===== config.mk =====
export PLATFORM = sky130hd
export DESIGN_NAME = seg7_scan_driver
export DESIGN_NICKNAME = d
export VERILOG_FILES = /design/src/rtl/seg7_scan_driver.sv
export SDC_FILE = /design/constraint.sdc
export NUM_CORES = 1
export LEC_CHECK = 0
export CAP_MARGIN = 20
export CELL_PAD_IN_SITES_DETAIL_PLACEMENT = 1
export CELL_PAD_IN_SITES_GLOBAL_PLACEMENT = 2
export CORE_ASPECT_RATIO = 2
export CORE_MARGIN = 2
export CORE_UTILIZATION = 40
export DETAILED_ROUTE_END_ITERATION = 7
export PLACE_DENSITY_LB_ADDON = 0.1
export SYNTH_ARGS = -nofsm -noshare
export SYNTH_HDL_FRONTEND = slang
export SYNTH_SLANG_ARGS = --single-unit
export TNS_END_PERCENT = 10

===== constraint.sdc =====
create_clock -name clk -period 5.6 [get_ports clk]
set_input_delay 0.84 -clock clk [delete_from_list [all_inputs] [get_ports clk]]
set_output_delay 0.84 -clock clk [all_outputs]
set_load 0.02 [all_outputs]

===== src/rtl/seg7_scan_driver.sv =====
// Binary-to-BCD conversion (sequential double dabble) plus a time-multiplexed
// driver for a 4-digit common-anode 7-segment display.
module seg7_scan_driver #(
    parameter int unsigned REFRESH_OVERFLOW = 2**19 - 1,
    parameter bit          BLANK_LEADING    = 1'b1
) (
    input  logic        clk,
    input  logic        reset,
    input  logic [13:0] to_display_nr,
    output logic        busy,
    output logic [3:0]  digit_select,
    output logic [6:0]  led_select
);

    localparam int CNT_W = (REFRESH_OVERFLOW > 0) ? $clog2(REFRESH_OVERFLOW + 1) : 1;

    typedef enum logic {IDLE, CONV} state_t;

    state_t      state_q, state_d;
    logic [13:0] last_q;
    logic        valid_q;
    logic        overrange_q;
    logic [13:0] shift_q;
    logic [15:0] scratch_q;
    logic [3:0]  iter_q;
    logic [15:0] bcd_q;
    logic [CNT_W-1:0] refresh_q;
    logic [1:0]  index_q;

    logic        capture, start, over_set, finish;
    logic [29:0] dd_next;
    logic [3:0]  cur_digit;
    logic [15:0] upper_digits;
    logic        blank;
    logic [6:0]  led_next;

    function automatic logic [15:0] dabble_adjust(input logic [15:0] s);
        logic [15:0] r;
        r = s;
        for (int i = 0; i < 4; i++) begin
            if (s[4*i +: 4] >= 4'd5) r[4*i +: 4] = s[4*i +: 4] + 4'd3;
        end
        return r;
    endfunction

    function automatic logic [6:0] seg_code(input logic [3:0] d);
        logic [6:0] c;
        case (d)
            4'd0:    c = 7'h40;
            4'd1:    c = 7'h79;
            4'd2:    c = 7'h24;
            4'd3:    c = 7'h30;
            4'd4:    c = 7'h19;
            4'd5:    c = 7'h12;
            4'd6:    c = 7'h02;
            4'd7:    c = 7'h78;
            4'd8:    c = 7'h00;
            4'd9:    c = 7'h10;
            default: c = 7'h7F;
        endcase
        return c;
    endfunction

    // One double-dabble iteration: adjust then shift the whole {scratch, shift} pair.
    assign dd_next = {dabble_adjust(scratch_q), shift_q} << 1;

    always_comb begin
        state_d  = state_q;
        capture  = 1'b0;
        start    = 1'b0;
        over_set = 1'b0;
        finish   = 1'b0;
        case (state_q)
            IDLE: begin
                if (!valid_q || (to_display_nr != last_q)) begin
                    capture = 1'b1;
                    if (to_display_nr > 14'd9999) begin
                        over_set = 1'b1;
                    end else begin
                        start   = 1'b1;
                        state_d = CONV;
                    end
                end
            end
            CONV: begin
                if (iter_q == 4'd13) begin
                    finish  = 1'b1;
                    state_d = IDLE;
                end
            end
            default: state_d = IDLE;
        endcase
    end

    assign busy = (state_q == CONV);

    // A digit is blank when it and every higher digit are zero; units always lit.
    always_comb begin
        cur_digit    = bcd_q[{index_q, 2'b00} +: 4];
        upper_digits = bcd_q >> {index_q, 2'b00};
        blank        = BLANK_LEADING && (index_q != 2'd0) && (upper_digits == 16'd0);
        if (overrange_q)  led_next = 7'h3F;
        else if (blank)   led_next = 7'h7F;
        else              led_next = seg_code(cur_digit);
    end

    always_ff @(posedge clk) begin
        if (reset) begin
            state_q      <= IDLE;
            last_q       <= '0;
            valid_q      <= 1'b0;
            overrange_q  <= 1'b0;
            shift_q      <= '0;
            scratch_q    <= '0;
            iter_q       <= '0;
            bcd_q        <= '0;
            refresh_q    <= '0;
            index_q      <= '0;
            digit_select <= 4'b1111;
            led_select   <= 7'h7F;
        end else begin
            state_q <= state_d;
            if (capture) begin
                last_q  <= to_display_nr;
                valid_q <= 1'b1;
            end
            if (over_set) overrange_q <= 1'b1;
            if (start) begin
                shift_q     <= to_display_nr;
                scratch_q   <= '0;
                iter_q      <= '0;
                overrange_q <= 1'b0;
            end
            if (state_q == CONV) begin
                scratch_q <= dd_next[29:14];
                shift_q   <= dd_next[13:0];
                iter_q    <= iter_q + 4'd1;
                if (finish) bcd_q <= dd_next[29:14];
            end
            if (refresh_q == CNT_W'(REFRESH_OVERFLOW)) begin
                refresh_q <= '0;
                index_q   <= index_q + 2'd1;
            end else begin
                refresh_q <= refresh_q + CNT_W'(1);
            end
            digit_select <= ~(4'b0001 << index_q);
            led_select   <= led_next;
        end
    end

endmodule


==> results of run 1 <==
==> power breakdown <==
group | switching [uW] | internal, uW
sequential | 18.3 | 726
clock | 263 | 412
combinational | 72.3 | 47.6
==> registers in the layout (all words and copies together) (netlist names) <==
| register | count |
|---|---|
| bcd_q | 16 |
| digit_select | 4 |
| refresh_q | 19 |
| last_q | 14 |
| overrange_q | 1 |
| scratch_q | 16 |
| index_q | 2 |
| shift_q | 14 |
| valid_q | 1 |
| busy | 1 |
| iter_q | 4 |
| led_select | 7 |
==> layout by cell type, fill, tap and decap left out, drive strengths merged, types with 7 or more instances in the layout <==
cell	count
inv	16
nand3	35
o21ai	47
and3	9
nor2	38
a32oi	10
xor2	11
nand2	46
a21oi	45
ha	19
mux2i	10
clkbuf	12
xnor2	25
clkdlybuf4s50	26
nand4	7
a22o	9
dfxtp	99
nor4	8
==> per-stage QoR <==
stage / instances / setup slack (ns) / instance area, um^2
detailed placement: 663 / 1.94 / 4940
global route: 677 / 2.11 / 5260
global placement: 663 / 1.94 / 4940
floorplan: 521 / 3.07 / 4600
CTS: 677 / 2.28 / 5260
finish: 677 / 2.33 / 5260
==> logic make-up (layout without fill, tap and decap cells) <==
| group | Yosys count | after routing | synth area share [%] |
|---|---|---|---|
| buf+inv | 49 | 63 | 4.44 |
| mux | 15 | 15 | 4.14 |
| compound gates | 144 | 144 | 19.8 |
| fa+ha+maj | 19 | 19 | 5.17 |
| flops | 99 | 99 | 43.1 |
| simple gates | 159 | 159 | 16.5 |
| xor+xnor | 36 | 36 | 6.86 |
==> final timing paths <==
kind	to	cells after the start
max reg2reg	led_select[5]	7
min	bcd_q[1]	2
min reg2reg	bcd_q[1]	2
max	scratch_q[14]	6
==> final cells by class <==
type	instances	area, um^2
sequential	99	1980
clock inverter	2	60.1
fill	1353	6020
clock buffer	12	256
inverter	17	63.8
timing repair buffer	32	303
multi-input combinational	373	2420
tap	142	178
==> critical path: cells and delay by family <==
family | cells | cell delay, ns
compound gates | 3 | 1.52
buf+inv | 1 | 0.60
simple gates | 2 | 0.57
==> routing by layer <==
layer,wire length (um),up-vias,GRT usage (%),part of all wire [%]
li1,-,1880,-,-
met1,4780,1967,21.8,37
met2,7740,48,45.4,59
met3,241,19,2.72,1.8
met4,293,0,7.99,2.2
met5,0,-,0,0
==> flow_metrics.py, run 1 <==
metrics = {
    "global_route": {
        "track_usage_pct": 22.2,
        "antenna_found_initial": 0,
        "first_global_vias": 4127,
        "overflow": 0,
        "grt_pass1_wl_um": 21300,
        "grt_max_degree": 48,
    },
    "sta": {
        "rsz0062_at_grt": "false",
        "fin_tns_setup_ns": 0,
        "setup-violations-final": 0,
        "post-route-period-util_pct": 58.3,
        "worstMarginPinSlew_ns": 0.890,
        "min_period_ns": 3.27,
        "clock_skew_ns": 0.00641,
        "hold_viol": 0,
        "max_clock_freq_mhz": 306,
        "drv_slew": 0,
        "max_slew_margin_pct": 40.2,
        "holdWs_ns": 0.472,
    },
    "clock_network": {
        "clk_pin_slew_ns": 0.07,
        "cts_buffer_depth": 2,
        "htree_levels": 3,
        "insertion_delay_ns": 0.34,
        "cts_buffers": 9,
        "cts_tree": "done",
        "cts_sinks": 99,
        "cts_resized": 0,
        "post-cts-setup-buffer-count": 0,
        "hold_buffers": 0,
        "cts-root-buf": "clkbuf_16",
    },
    "route": {
        "drt_iter0_drc": 139,
        "num_vias": 3914,
        "drtPass1Iterations": 4,
        "ant_nets": 0,
        "wl_per_cell_um": 19.3,
        "wl_um": 13100,
        "drc": 0,
        "viasPerCell": 5.78,
    },
    "synth": {
        "synth-seq-cells": 99,
        "synth-async-reset-ratio_pct": 0,
        "synth_most_common_cell": "dfxtp_1",
        "synth_commonest_cells": "99 x dfxtp_1, 47 x o21ai_0, 46 x nand2_1, 45 x a21oi_1, 38 x nor2_1",
        "netlist_instances": 521,
        "ys_warn_count": 0,
        "postSynthAreaPerCell_um2": 8.83,
        "synth.distinct_cells": 46,
        "synth_nets": 556,
        "synthFlopType": "dfxtp_1",
        "yosys.area.top_type": "dfxtp_1",
        "synth_edf_count": 0,
        "synth_top_area_share_pct": 43.1,
        "ys_seq_area_share_pct": 43.1,
        "synth_area_mm2": 0.00460,
        "synth_area_leaders": "dfxtp_1 43%, ha_1 5.2%, o21ai_0 5.1%, a21oi_1 4.9%, xnor2_1 4.8%",
    },
    "run_status": {
        "outcome": "completed",
    },
    "layout": {
        "fin_nets": 567,
        "drive_gt1_share_pct": 6.36,
        "fin_util_pct": 46.6,
        "syn_to_final_growth_pct": 14.4,
        "diodes": 0,
    },
    "floorplanning": {
        "initial_core_util_pct": 40.7,
        "dieWidth_um": 79.8,
        "core-area_mm2": 0.0113,
        "die_area_mm2": 0.0124,
        "ios": 28,
        "num_rows": 55,
        "die_h_um": 156,
    },
    "power": {
        "p_leak_uw": 0.00183,
        "vdd_ir_drop_max_mv": 0.159,
        "p_total_uw": 1540,
        "power_density_mw_per_mm2": 292,
    },
    "placed_design": {
        "port_buffers": 27,
        "post-dp-hpwl_um": 9430,
        "gp_congestion": 0.757,
    },
    "worst_setup_path": {
        "crit_path_end_kind": "flop",
        "crit_chain": "clkdlybuf4s50_1, nor4_1, o21ai_0, nand2_1, a211oi_4, a22o_2",
        "crit_start": "to_display_nr[7]",
        "critPathSlowestCell": "a211oi_4",
        "r2r_slack_ns": 2.68,
        "timing.rr.start": "index_q[0]",
        "criticalPathCategory": "input pin to flop",
        "worstPathRequired_ns": 5.88,
        "cp-start-kind": "input pin",
        "cp_slowest_stage_delay_ns": 0.79,
        "worstPathArrival_ns": 3.55,
        "worstPathMaxFanout": 16,
    },
    "flow_run": {
        "maxCapViolCount": 0,
    },
    "worst_hold_path": {
        "hold_class": "flop to flop",
        "worstHoldStart": "bcd_q[1]",
    },
}
(Power assumes the default switching activity.)
==> inputs of run 2 (changes only) <==
--- a/config.mk
+++ b/config.mk
@@ -10,7 +10,7 @@
 export CELL_PAD_IN_SITES_GLOBAL_PLACEMENT = 2
 export CORE_ASPECT_RATIO = 2
 export CORE_MARGIN = 2
-export CORE_UTILIZATION = 40
+export CORE_UTILIZATION = 37
 export DETAILED_ROUTE_END_ITERATION = 7
 export PLACE_DENSITY_LB_ADDON = 0.1
 export SYNTH_ARGS = -nofsm -noshare
==> constraint.sdc (replaced) <==
create_clock -name clk -period 3.15 [get_ports clk]
set_input_delay 0.4725 -clock clk [delete_from_list [all_inputs] [get_ports clk]]
set_output_delay 0.4725 -clock clk [all_outputs]
set_load 0.02 [all_outputs]
==> run 2 against run 1 <==
Routed wire length is 1.5% higher; highest routed layer unchanged; core utilization is 2.4 points lower; critical path depth is 1 higher; sequential share of layout area is 0.69 points lower; sequential power is 77% higher; largest cell class unchanged; final cell count is 3.0% higher; die area is 7.8% higher; global-route usage is 1.9 points lower.
==> flow_metrics.py, run 2 (synthesized netlist as in run 1, its figures left out) <==
metrics = {
    "floorplanning": {
        "die_area_mm2": 0.0134,
        "initial_core_util_pct": 37.9,
        "die_h_um": 162,
        "dieWidth_um": 82.8,
        "num_rows": 57,
        "ios": 28,
        "core-area_mm2": 0.0121,
    },
    "power": {
        "p_int_uw": 2080,
        "p_leak_uw": 0.00189,
        "power_frac_seq_pct": 48.8,
        "switching_share_pct": 23.3,
        "p_total_uw": 2710,
        "switchingPower_uw": 632,
        "vdd_ir_drop_max_mv": 0.286,
        "power_density_mw_per_mm2": 506,
        "p_comb_share_pct": 8.1,
        "p_clk_share_pct": 43.1,
    },
    "clock_network": {
        "cts-root-buf": "clkbuf_16",
        "cts_buffer_depth": 2,
        "clk_pin_slew_ns": 0.07,
        "post-cts-setup-buffer-count": 0,
        "cts_sinks": 99,
        "insertion_delay_ns": 0.34,
        "htree_levels": 3,
        "cts_resized": 0,
        "cts_buffers": 9,
        "hold_buffers": 0,
        "cts_tree": "done",
    },
    "sta": {
        "worstMarginPinSlew_ns": 0.939,
        "rsz0062_at_grt": "false",
        "drv_slew": 0,
        "post-route-period-util_pct": 92.9,
        "clock_skew_ns": 0.00994,
        "fin_tns_setup_ns": 0,
        "hold_viol": 0,
        "max_clock_freq_mhz": 342,
        "setup-violations-final": 0,
        "min_period_ns": 2.93,
        "max_slew_margin_pct": 37.2,
    },
    "worst_setup_path": {
        "criticalPathCategory": "flop to flop",
        "worstPathArrival_ns": 3.20,
        "worstPathRequired_ns": 3.42,
        "cp-start-kind": "flop",
        "critPathSlowestCell": "mux4_2",
        "r2r_cells": 7,
        "crit_chain": "mux4_2, inv_1, ha_1, or4b_2, a211oi_1, nor4b_1, o21ai_0",
        "crit_path_end_kind": "flop",
        "worstPathMaxFanout": 7,
        "cp_slowest_stage_delay_ns": 0.65,
    },
    "placed_design": {
        "gp_congestion": 0.802,
        "port_buffers": 27,
        "post-dp-hpwl_um": 10100,
    },
    "run_status": {
        "outcome": "completed",
    },
    "layout": {
        "layout_common_cells": "99 x dfxtp_1, 47 x o21ai_0, 46 x nand2_1",
        "reg_top3": "refresh_q x19, bcd_q x16, scratch_q x16",
        "largest-register": "refresh_q",
        "fin_nets": 580,
        "drive_gt1_share_pct": 8.55,
        "syn_to_final_growth_pct": 16.6,
        "diodes": 0,
        "largest_reg_flops": 19,
        "final_common_cell": "dfxtp_1",
    },
    "global_route": {
        "track_usage_pct": 20.3,
        "grt_pass1_wl_um": 21700,
        "grt_max_degree": 35,
        "first_global_vias": 4114,
        "overflow": 0,
        "antenna_found_initial": 0,
    },
    "route": {
        "drc": 0,
        "wl_per_cell_um": 19.0,
        "num_vias": 3902,
        "drt_iter0_drc": 218,
        "wl_um": 13300,
        "viasPerCell": 5.60,
        "ant_nets": 0,
        "drtPass1Iterations": 4,
    },
    "flow_run": {
        "maxCapViolCount": 0,
    },
    "worst_hold_path": {
        "hold_class": "flop to flop",
        "holdPathStages": 1,
    },
}
## run 2: cell count changes in the layout (fill, tap and decap cells not counted)
| cell | change |
|---|---|
| buf_4 | +13 |
| clkbuf_1 | +2 |
| clkbuf_8 | -2 |
| clkinvlp_4 | +2 |
## run 2: per-stage QoR
stage | std cells | area [um^2] | worst slack (ns) | utilization, % | hold slack (ns)
floorplan | 521 | 4600 | 0.620 | - | 0.433
global placement | 681 | 5050 | 0.228 | 41.6 | 0.446
detailed placement | 681 | 5050 | 0.233 | 41.6 | 0.455
CTS | 697 | 5360 | 0.203 | 44.2 | 0.472
global route | 697 | 5360 | 0.0690 | 44.2 | 0.487
finish | 697 | 5360 | 0.223 | 44.2 | 0.470
## run 2: critical path, delay by kind of cell, from the launching register on
kind	cells	cell delay [ns]
AND/OR/NAND/NOR	2	0.78
multiplexers	1	0.65
AO/OA/AOI/OAI	2	0.55
flip-flops	1	0.53
adder cells (fa/ha/maj)	1	0.23
buffers and inverters	1	0.12
## run 2: cell type report
type | instances | area (um^2)
Clock buffer | 12 | 236
Sequential cell | 99 | 1980
Tap cell | 147 | 184
Inverter | 17 | 63.8
Clock inverter | 4 | 75.1
Timing Repair Buffer | 45 | 400
Multi-Input combinational cell | 373 | 2420
Fill cell | 1420 | 6760
## run 2: power groups by stage
stage | logic [uW] | registers, uW | clock network, uW
2_1_floorplan | 121 | 1350 | 0
3_3_place_gp | 219 | 1350 | 0
3_5_place_dp | 224 | 1350 | 0
4_1_cts | 224 | 1320 | 1200
5_1_grt | 242 | 1330 | 1250
6_report | 219 | 1320 | 1170
## run 2: final timing paths
kind / from / end / slack, ns
min: valid_q / valid_q / 0.47
max reg2reg: index_q[0] / led_select[5] / 0.22
min reg2reg: valid_q / valid_q / 0.47
max: index_q[0] / led_select[5] / 0.22
## run 2: per-layer routing
metal | up-vias | global-route usage, % | routed length, um
met5 | - | 0 | 0
met4 | 0 | 7.68 | 336
met3 | 19 | 3.30 | 287
met2 | 48 | 40.9 | 7800
met1 | 1926 | 20.3 | 4840
li1 | 1909 | - | -
